### src/rtl/calc1_pkg.sv
// Shared definitions for the calc1 request path: command/response codes,
// operand width and the port driver's sequencing states.
package calc1_pkg;

    localparam int DATA_W = 32;
    localparam int CMD_W  = 4;
    localparam int RESP_W = 2;

    typedef enum logic [CMD_W-1:0] {
        CMD_NOP = 4'd0,
        CMD_ADD = 4'd1,
        CMD_SUB = 4'd2,
        CMD_SHL = 4'd5,
        CMD_SHR = 4'd6
    } cmd_e;

    typedef enum logic [RESP_W-1:0] {
        RESP_NONE = 2'd0,
        RESP_OK   = 2'd1,
        RESP_ERR  = 2'd2,
        RESP_RSV  = 2'd3
    } resp_e;

    typedef enum logic [2:0] {
        ST_IDLE,
        ST_SEND_CMD,
        ST_SEND_OP2,
        ST_WAIT,
        ST_RESP
    } state_e;

endpackage

### src/rtl/calc1_wait_timer.sv
// Saturating wait counter for the port driver; flags expiry once the count
// reaches TIMEOUT_CYCLES and holds there until cleared.
module calc1_wait_timer #(
    parameter int TIMEOUT_CYCLES = 16,
    parameter int CNT_W          = 8
) (
    input  logic c_clk,
    input  logic reset,
    input  logic clear_i,
    input  logic enable_i,
    output logic expired_o
);

    localparam logic [CNT_W-1:0] LIMIT = CNT_W'(TIMEOUT_CYCLES);
    localparam logic [CNT_W-1:0] ONE   = CNT_W'(1);

    logic [CNT_W-1:0] count_q;
    logic [CNT_W-1:0] count_d;

    always_comb begin
        count_d = count_q;
        if (clear_i) begin
            count_d = '0;
        end else if (enable_i && (count_q != LIMIT)) begin
            count_d = count_q + ONE;
        end
    end

    // NOTE: state registers use non-blocking assignments and a synchronous
    // reset, so every flop samples the same pre-edge values.
    always_ff @(posedge c_clk) begin
        if (reset) begin
            count_q <= '0;
        end else begin
            count_q <= count_d;
        end
    end

    assign expired_o = (count_q == LIMIT);

endmodule

### src/rtl/calc1_port_driver.sv
// Sequences one (cmd, op1, op2) transaction into a calc1 port's two-cycle
// request protocol and returns the port response, or a timeout completion.
module calc1_port_driver
    import calc1_pkg::*;
#(
    parameter int TIMEOUT_CYCLES = 16,
    parameter int CNT_W          = 8
) (
    input  logic              c_clk,
    input  logic              reset,
    input  logic              txn_valid,
    output logic              txn_ready,
    input  logic [CMD_W-1:0]  txn_cmd,
    input  logic [DATA_W-1:0] txn_op1,
    input  logic [DATA_W-1:0] txn_op2,
    output logic              rsp_valid,
    input  logic              rsp_ready,
    output logic [RESP_W-1:0] rsp_code,
    output logic [DATA_W-1:0] rsp_data,
    output logic              rsp_timeout,
    output logic [CMD_W-1:0]  calc_cmd,
    output logic [DATA_W-1:0] calc_data,
    input  logic [RESP_W-1:0] calc_resp,
    input  logic [DATA_W-1:0] calc_result,
    output logic              spurious_resp
);

    state_e            state_q, state_d;
    logic [DATA_W-1:0] op2_q, op2_d;
    logic              txn_ready_q, txn_ready_d;
    logic [CMD_W-1:0]  calc_cmd_q, calc_cmd_d;
    logic [DATA_W-1:0] calc_data_q, calc_data_d;
    logic              rsp_valid_q, rsp_valid_d;
    logic [RESP_W-1:0] rsp_code_q, rsp_code_d;
    logic [DATA_W-1:0] rsp_data_q, rsp_data_d;
    logic              rsp_timeout_q, rsp_timeout_d;
    logic              spurious_q, spurious_d;

    logic timer_clear;
    logic timer_enable;
    logic timer_expired;

    // Counting starts in SEND_OP2 so the first WAIT cycle already reads 1.
    assign timer_enable = (state_q == ST_SEND_OP2) || (state_q == ST_WAIT);

    calc1_wait_timer #(
        .TIMEOUT_CYCLES (TIMEOUT_CYCLES),
        .CNT_W          (CNT_W)
    ) u_wait_timer (
        .c_clk     (c_clk),
        .reset     (reset),
        .clear_i   (timer_clear),
        .enable_i  (timer_enable),
        .expired_o (timer_expired)
    );

    // NOTE: every signal driven here gets a default first, so no path can
    // leave one unassigned and infer a latch.
    always_comb begin
        state_d       = state_q;
        op2_d         = op2_q;
        calc_cmd_d    = '0;
        calc_data_d   = '0;
        rsp_code_d    = rsp_code_q;
        rsp_data_d    = rsp_data_q;
        rsp_timeout_d = rsp_timeout_q;
        timer_clear   = 1'b0;

        case (state_q)
            ST_IDLE: begin
                if (txn_valid && txn_ready_q) begin
                    op2_d = txn_op2;
                    if (txn_cmd == CMD_NOP) begin
                        state_d       = ST_RESP;
                        rsp_code_d    = RESP_NONE;
                        rsp_data_d    = '0;
                        rsp_timeout_d = 1'b0;
                    end else begin
                        state_d     = ST_SEND_CMD;
                        calc_cmd_d  = txn_cmd;
                        calc_data_d = txn_op1;
                    end
                end
            end

            ST_SEND_CMD: begin
                state_d     = ST_SEND_OP2;
                calc_data_d = op2_q;
            end

            ST_SEND_OP2: begin
                state_d = ST_WAIT;
            end

            ST_WAIT: begin
                // A response landing on the final wait cycle beats the timeout.
                if (calc_resp != RESP_NONE) begin
                    state_d       = ST_RESP;
                    rsp_code_d    = calc_resp;
                    rsp_data_d    = calc_result;
                    rsp_timeout_d = 1'b0;
                end else if (timer_expired) begin
                    state_d       = ST_RESP;
                    rsp_code_d    = RESP_NONE;
                    rsp_data_d    = '0;
                    rsp_timeout_d = 1'b1;
                end
            end

            ST_RESP: begin
                if (rsp_ready) begin
                    state_d       = ST_IDLE;
                    timer_clear   = 1'b1;
                    rsp_code_d    = '0;
                    rsp_data_d    = '0;
                    rsp_timeout_d = 1'b0;
                end
            end

            default: begin
                state_d = ST_IDLE;
            end
        endcase

        txn_ready_d = (state_d == ST_IDLE);
        rsp_valid_d = (state_d == ST_RESP);
        spurious_d  = spurious_q || ((state_q != ST_WAIT) && (calc_resp != RESP_NONE));
    end

    always_ff @(posedge c_clk) begin
        if (reset) begin
            state_q       <= ST_IDLE;
            op2_q         <= '0;
            txn_ready_q   <= 1'b0;
            calc_cmd_q    <= '0;
            calc_data_q   <= '0;
            rsp_valid_q   <= 1'b0;
            rsp_code_q    <= '0;
            rsp_data_q    <= '0;
            rsp_timeout_q <= 1'b0;
            spurious_q    <= 1'b0;
        end else begin
            state_q       <= state_d;
            op2_q         <= op2_d;
            txn_ready_q   <= txn_ready_d;
            calc_cmd_q    <= calc_cmd_d;
            calc_data_q   <= calc_data_d;
            rsp_valid_q   <= rsp_valid_d;
            rsp_code_q    <= rsp_code_d;
            rsp_data_q    <= rsp_data_d;
            rsp_timeout_q <= rsp_timeout_d;
            spurious_q    <= spurious_d;
        end
    end

    assign txn_ready     = txn_ready_q;
    assign calc_cmd      = calc_cmd_q;
    assign calc_data     = calc_data_q;
    assign rsp_valid     = rsp_valid_q;
    assign rsp_code      = rsp_code_q;
    assign rsp_data      = rsp_data_q;
    assign rsp_timeout   = rsp_timeout_q;
    assign spurious_resp = spurious_q;

endmodule

### config.mk
export PLATFORM = sky130hd
export DESIGN_NAME = calc1_port_driver
export DESIGN_NICKNAME = d
export VERILOG_FILES = /design/src/rtl/calc1_pkg.sv /design/src/rtl/calc1_wait_timer.sv /design/src/rtl/calc1_port_driver.sv
export SDC_FILE = /design/constraint.sdc
export NUM_CORES = 1
export LEC_CHECK = 0
export ABC_AREA = 1
export BUFFER_PORTS_ARGS = -buffer_cell sky130_fd_sc_hd__buf_2
export CORE_ASPECT_RATIO = 0.6
export CORE_MARGIN = 10
export CORE_UTILIZATION = 46
export CTS_BUF_LIST = sky130_fd_sc_hd__clkbuf_8
export DETAILED_ROUTE_END_ITERATION = 8
export PLACE_DENSITY_LB_ADDON = 0.1
export SKIP_LAST_GASP = 1
export SYNTH_ARGS = -nofsm -noshare
export SYNTH_HDL_FRONTEND = slang
export SYNTH_SLANG_ARGS = --single-unit
### constraint.sdc
create_clock -name c_clk -period 1.4 [get_ports c_clk]
set_clock_uncertainty 0.1 [all_clocks]
set_input_delay 0.28 -clock c_clk [delete_from_list [all_inputs] [get_ports c_clk]]
set_output_delay 0.28 -clock c_clk [all_outputs]
set_load 0.01 [all_outputs]
=== Word-level counts from Yosys, hierarchy flattened ===
Cells that the tools add are included.

* Bits in registers: 117
* Bits in latches: 0
* Memory bits (writable): 0
* Bits in read-only memories: 0
* Bits of input ports: 106
* Output and inout port bits: 74
* Word-level logic and storage cells: 69
* Memories kept: 0

* Add/sub/neg operators: 1
* Multiply operators: 0
* Divide/modulo/power cells: 0
* Order comparisons: 0
* Equal/unequal tests: 12
* Shifts and indexed selects: 0
* Multiplexer cells: 29
* Bitwise operators: 2
* Reductions and logical operators: 14

{| class="wikitable"
|+ Operators by type and width
! operator !! count
|-
| 32-bit 2-to-1 mux || 7
|-
| 32-bit one-hot mux with 3 select lines || 1
|-
| 32-bit one-hot mux with 2 select lines || 1
|-
| 3-bit 2-to-1 mux || 5
|-
| 3-bit one-hot mux with 5 select lines || 1
|-
| 2-bit 2-to-1 mux || 5
|-
| 8-bit by 1-bit adder with 8-bit output, second input constant || 1
|-
| 8-bit by 5-bit == test with 1-bit output, second input constant || 1
|-
| 8-bit by 5-bit inequality test with 1-bit output, second input constant || 1
|-
| 1-bit 2-to-1 mux || 7
|-
| 3-bit by 2-bit == test with 1-bit output, second input constant || 2
|-
| 3-bit == test, second input constant || 2
|-
| 3-bit zero test || 2
|-
| 2-bit inequality test, second input constant || 3
|-
| 3-bit by 2-bit inequality test with 1-bit output, second input constant || 2
|-
| 2-bit one-hot mux with 3 select lines || 1
|-
| 5-bit AND reduction || 1
|-
| 4-bit zero test || 1
|-
| 4-bit OR reduction || 1
|-
| 3-bit by 1-bit == test with 1-bit output, second input constant || 1
|-
| 1-bit logical AND || 3
|-
| 1-bit one-hot mux with 3 select lines || 1
|-
| 3-bit nonzero test || 1
|-
| 1-bit logical OR || 2
|-
| other kinds (4) || 5
|}

=== Depth between registers and ports, before layout ===
* Depth in word-level cells: 5
* Depth in mapped cells: 11
* Depth with buffers taken out: 10

=== By module ===
From an unflattened synthesis, not the netlist that was laid out.

* Cell total of the unflattened synthesis: 731
* Area total of the unflattened synthesis: 5072.4 µm²

{| class="wikitable"
|+ By module, submodules not included
! module !! instances !! cells an instance !! area each (µm²) !! sequential area each (µm²)
|-
| calc1_port_driver || 1 || 648 || 4554.4 || 2182.1
|-
| calc1_wait_timer || 1 || 83 || 518.0 || 160.2
|}

=== Worst setup path after synthesis ===
Ideal clock, no wire load.

* Path type: reg2reg
* Start point: reg u_wait_timer.count_q[0]
* End point: reg rsp_code_q[0] (netlist: rsp_code[0])
* Setup time: 0.064 ns
* Arrival: 1.331 ns
* Data required time: 1.236 ns
* Slack: -0.095 ns
* Cell stages (with the launch flop): 12
* Path buffers: 2
* Period minus slack after synthesis: 1.495 ns
* Cell sequence: dfxtp_1 > inv_1 > ha_1 > nand2_1 > nor2_1 > nand2_1 > nand2_2 > buf_6 > buf_6 > nand4_1 > nand2_1 > nor2_1

* Word-level cells in the longest chain between the ends: 3

{| class="wikitable"
|+ Ends and longest elaborated chain
! what !! RTL line !! RTL
|-
| start: declaration || calc1_wait_timer.sv:17 || <nowiki>logic [CNT_W-1:0] count_q;</nowiki>
|-
| start signal: assignment || calc1_wait_timer.sv:35 || <nowiki>count_q <= count_d;</nowiki>
|-
| 8-bit by 5-bit == test with 1-bit output || calc1_wait_timer.sv:39 || <nowiki>assign expired_o = (count_q == LIMIT);</nowiki>
|-
| 3-bit by 2-bit inequality test with 1-bit output (no line) || n/a ||
|-
| 5-bit AND reduction (no line) || n/a ||
|-
| end signal: assignment || calc1_port_driver.sv:149 || <nowiki>rsp_code_q <= rsp_code_d;</nowiki>
|-
| end: declaration || calc1_port_driver.sv:34 || <nowiki>logic [RESP_W-1:0] rsp_code_q, rsp_code_d;</nowiki>
|}

No other way between the ends.
A chain may end at the register's enable or synchronous reset.

=== Worst setup path in the final report ===
* Start point: reg state_q[2]
* End point: reg rsp_data_q[0] (netlist: rsp_data[0])

* Word-level cells in the longest chain between the ends: 3
* Elaborated cells on any way between the ends: 10
* Those cells by class: 6 x eq/ne; 1 x mux; 3 x reduce/logical

{| class="wikitable"
|+ Ends and longest elaborated chain
! what !! RTL line !! RTL
|-
| start: declaration || calc1_port_driver.sv:28 || <nowiki>state_e state_q, state_d;</nowiki>
|-
| start signal: assignment || calc1_port_driver.sv:143 || <nowiki>state_q <= state_d;</nowiki>
|-
| 3-bit by 2-bit == test with 1-bit output (tied with other cells) || calc1_port_driver.sv:69 || <nowiki>case (state_q)</nowiki>
|-
| 3-bit by 2-bit inequality test with 1-bit output (no line) (tied with other cells) || n/a ||
|-
| 5-bit AND reduction (no line) || n/a ||
|-
| end signal: assignment || calc1_port_driver.sv:150 || <nowiki>rsp_data_q <= rsp_data_d;</nowiki>
|-
| end: declaration || calc1_port_driver.sv:35 || <nowiki>logic [DATA_W-1:0] rsp_data_q, rsp_data_d;</nowiki>
|}

Several ways; a longest one is shown, not always the timed one.

==> results.md <==
* DR iter-0 viols at 333
* Peak fanout along the critical path at 18
* Synth cell count leaders: nand2_1, dfxtp_1, inv_1, nor2_1, a21oi_1
* Avg WL per Cell at ~17 um
* Switch Pwr at between 3 and 4 mW
* Ports at 180
* CP startpoint kind: flop
* Sequential power share at 0.354
* Die Height at roughly 100 um
* Layout cell share with drive strength beyond 1 at 0.3887
* Mapped cell area at just under 5000 sq um
* Post-synthesis xor/xnor area fraction at 0.007067
* Worst Setup End Kind: flop
* Post-synthesis simple-gate area fraction at 0.2993
* Register area share after synthesis at 0.4725
* Number of enable flip-flop cells after synthesis at 0
* Initial Util at 0.4695
* RSZ-0062 raised after global routing: yes
* Status: complete, but fails checks
* Max_cap viols at 0
* #FFs+latches synth at around 120
* Inserted Clock Buffers at 17
* Vias in the first global route at approximately 5,300
* Post-route minimum period at around 1700 ps
* Main combinational cell family by area after synthesis: simple AND/OR/NAND/NOR gates
* Clk sinks at 117
* Sequential Area at around 2400 sq um
* Layout area overhead at 61.94%
* Req. time, crit path at ~1600 ps
* Root buf cell: clkbuf_8
* Setup TNS at -8958 ps
* Drt first pass iters at 5
* Setup ws final at -269.1 ps
* GRT overflow at 0
* Synth area leaders: dfxtp_1, nand2_1, inv_1
* Fraction of registers with async set/reset at 0
* Yosys warning count at 0
* Die area at approximately 15,000 sq um
* Yosys cell types at 24
* Slew HR at 0.7735
* PD cells at around 1400 nW/um^2
* Filler cell count at between 700 and 800
* Fin. max-slew vios at 0
* Clock H-tree levels at 4
* Share of the synthesized area in the top cell type at 0.4725
* Final ANT Viol Nets at 0
* Global Route Usage Sum at 0.2007
* VDD IR max at 0.8474 mV
* Dpl cells at a little over 1,000
* Core area at roughly 11,000 sq um
* Skew-Pair Late Insertion Delay at between 400 and 500 ps
* CP arrival at between 1500 and 2000 ps
* Pin count of the biggest net entering global routing at 71
* Post-synth top flop: dfxtp_1
* Net Sw Frac at 0.3473
* Final worst path period share at 1.192
* Post-synthesis adder-cell area fraction at 0.005048
* CTS tree: done
* Combinational share of power at 0.360
* Fmax at between 0.5 and 0.6 GHz
* Hold Path Class: in -> reg
* Global-route wire length before repair at roughly 26 mm
* Routability cong. at just over 0.8
* Slew @ Worst Pin at between 300 and 400 ps
* Net Count, Synth at around 800
* Synth area leader: dfxtp_1
* Avg Vias per Cell at between 5 and 6
* Endpoints failing setup at 90
* Initial antenna violation count at 1
* Failing checks: hold timing, setup timing
* Final HPWL DP at approximately 10 mm
* DRC Markers at 0
* Cells after Synth at slightly below 700
* Final wirelength at 18.91 mm
* Compound-Gate Fraction of Synth Area at 0.09642
* Final Non-Filler Cells at around 1,100
* Leak Pwr at 3.794 nW
* Via count at 5,642
* CP Class: reg -> reg
* Clock transition at path regs at approximately 70 ps
* Mux contribution to synthesized area at 0
* Avg Cell Area, Syn at just over 7 sq um
* # port buffers at 179
* Finished Cell Area at 8028 sq um
* Placed cell areas at between 6000 and 7000 sq um
* Int Pwr at about 7.5 mW
* Clock power share at 0.287
* Rows at 29
* Multi-input logic area at ~2400 sq um
* Hold slack final at -7.370 ps
* Most common cell in the synthesized netlist: nand2_1
* Nets at 1,070
* Die W at between 150 and 200 um
* Final hold vios at 3
* Tot Pwr at between 10 and 15 mW
* Clk buf depth at 2
==> metrics by stage <==
step | utilization | worst slack (ps)
global placement | 0.5952 | -161.1
CTS | 0.7084 | -119.3
detailed placement | 0.5952 | -173.6
floorplan | - | -20.28
finish | 0.7603 | -269.1
global route | 0.7603 | -338.4
==> final cells by class <==
class                           count  share of cell area
Antenna cell                        1           0.0003117
Clock buffer                       19             0.03257
Clock inverter                     13             0.01948
Inverter                           97             0.04847
Multi-Input combinational cell    433              0.2954
Sequential cell                   117              0.2930
Tap cell                          139             0.02166
Timing Repair Buffer              296              0.2891
==> power groups by stage <==
stage | registers (mW) | logic [mW] | clock network, mW
after detailed placement | 4.07 | 3.09 | 0
final | 4.05 | 4.12 | 3.28
after floorplan | 4.22 | 1.74 | 0
after global placement | 4.07 | 3.01 | 0
after CTS | 4.01 | 3.43 | 3.31
after global routing | 4.09 | 4.52 | 3.48
==> what timing repair did <==
item,4_1_cts,5_1_grt
gates cloned,3,11
pin swaps,14,26
endpoints found under the hold margin,48,0
buffers inserted,7,6
setup endpoints to repair,81,116
resized for setup,48,74
hold buffers,48,0
==> registers in the layout, indices dropped and copies added (netlist names), 2 cells and up <==
| signal | count |
|---|---|
| calc_cmd | 4 |
| calc_data | 32 |
| op2_q | 32 |
| rsp_code | 2 |
| rsp_data | 32 |
| state_q | 3 |
| u_wait_timer.count_q | 8 |
==> worst paths after layout <==
path	start	end	slack [ps]	cells past startpoint
max	state_q[2]$_SDFF_PP0_	rsp_data[0]$_SDFFE_PP0P_	-270	10
min	txn_op1[13]	calc_data[13]$_SDFF_PP0_	-7	3
max reg2reg	state_q[2]$_SDFF_PP0_	rsp_data[0]$_SDFFE_PP0P_	-270	10
min reg2reg	rsp_timeout$_SDFFE_PP0P_	rsp_timeout$_SDFFE_PP0P_	350	2
==> logic make-up (layout without fill, tap and decap cells) <==
| group | count (synthesis) | after routing |
|---|---|---|
| other | 0 | 1 |
| flip-flops | 117 | 117 |
| adder cells (fa/ha/maj) | 2 | 2 |
| buffers and inverters | 139 | 425 |
| XOR/XNOR | 4 | 4 |
| AND/OR/NAND/NOR | 348 | 348 |
| AO/OA/AOI/OAI | 79 | 79 |
==> worst max-delay path: stages (launching register included) <==
cell,delay [ps]
dfxtp_2,340
inv_2,120
nand3_4,130
nand2_1,100
nand2_1,90
inv_4,120
buf_4,130
buf_12,140
nand4_1,140
nand2_1,100
nor2_1,40
==> placed cells by master (no fill, tap or decap), drive strengths merged <==
master,n
clkbuf,27
nor2,87
clkinv,5
o21ai,1
dfxtp,117
ha,2
inv,98
clkinvlp,4
bufinv,3
nand2,183
buf,240
dlygate4sd3,48
a21oi,45
a22oi,32
nand3,41
nand4,36
nand3b,1
o21a,1
xor2,4
diode,1
==> per-layer routing <==
metal / wire length [um] / vias up / part of all wire / global-route usage
li1: - / 2733 / - / -
met3: 1658 / 40 / 0.088 / 0.07259
met2: 8749 / 258 / 0.46 / 0.3240
met1: 8110 / 2611 / 0.43 / 0.2464
met5: 0 / - / 0 / 0
met4: 393 / 0 / 0.021 / 0.06001
Power figures use the tool's default switching activity.
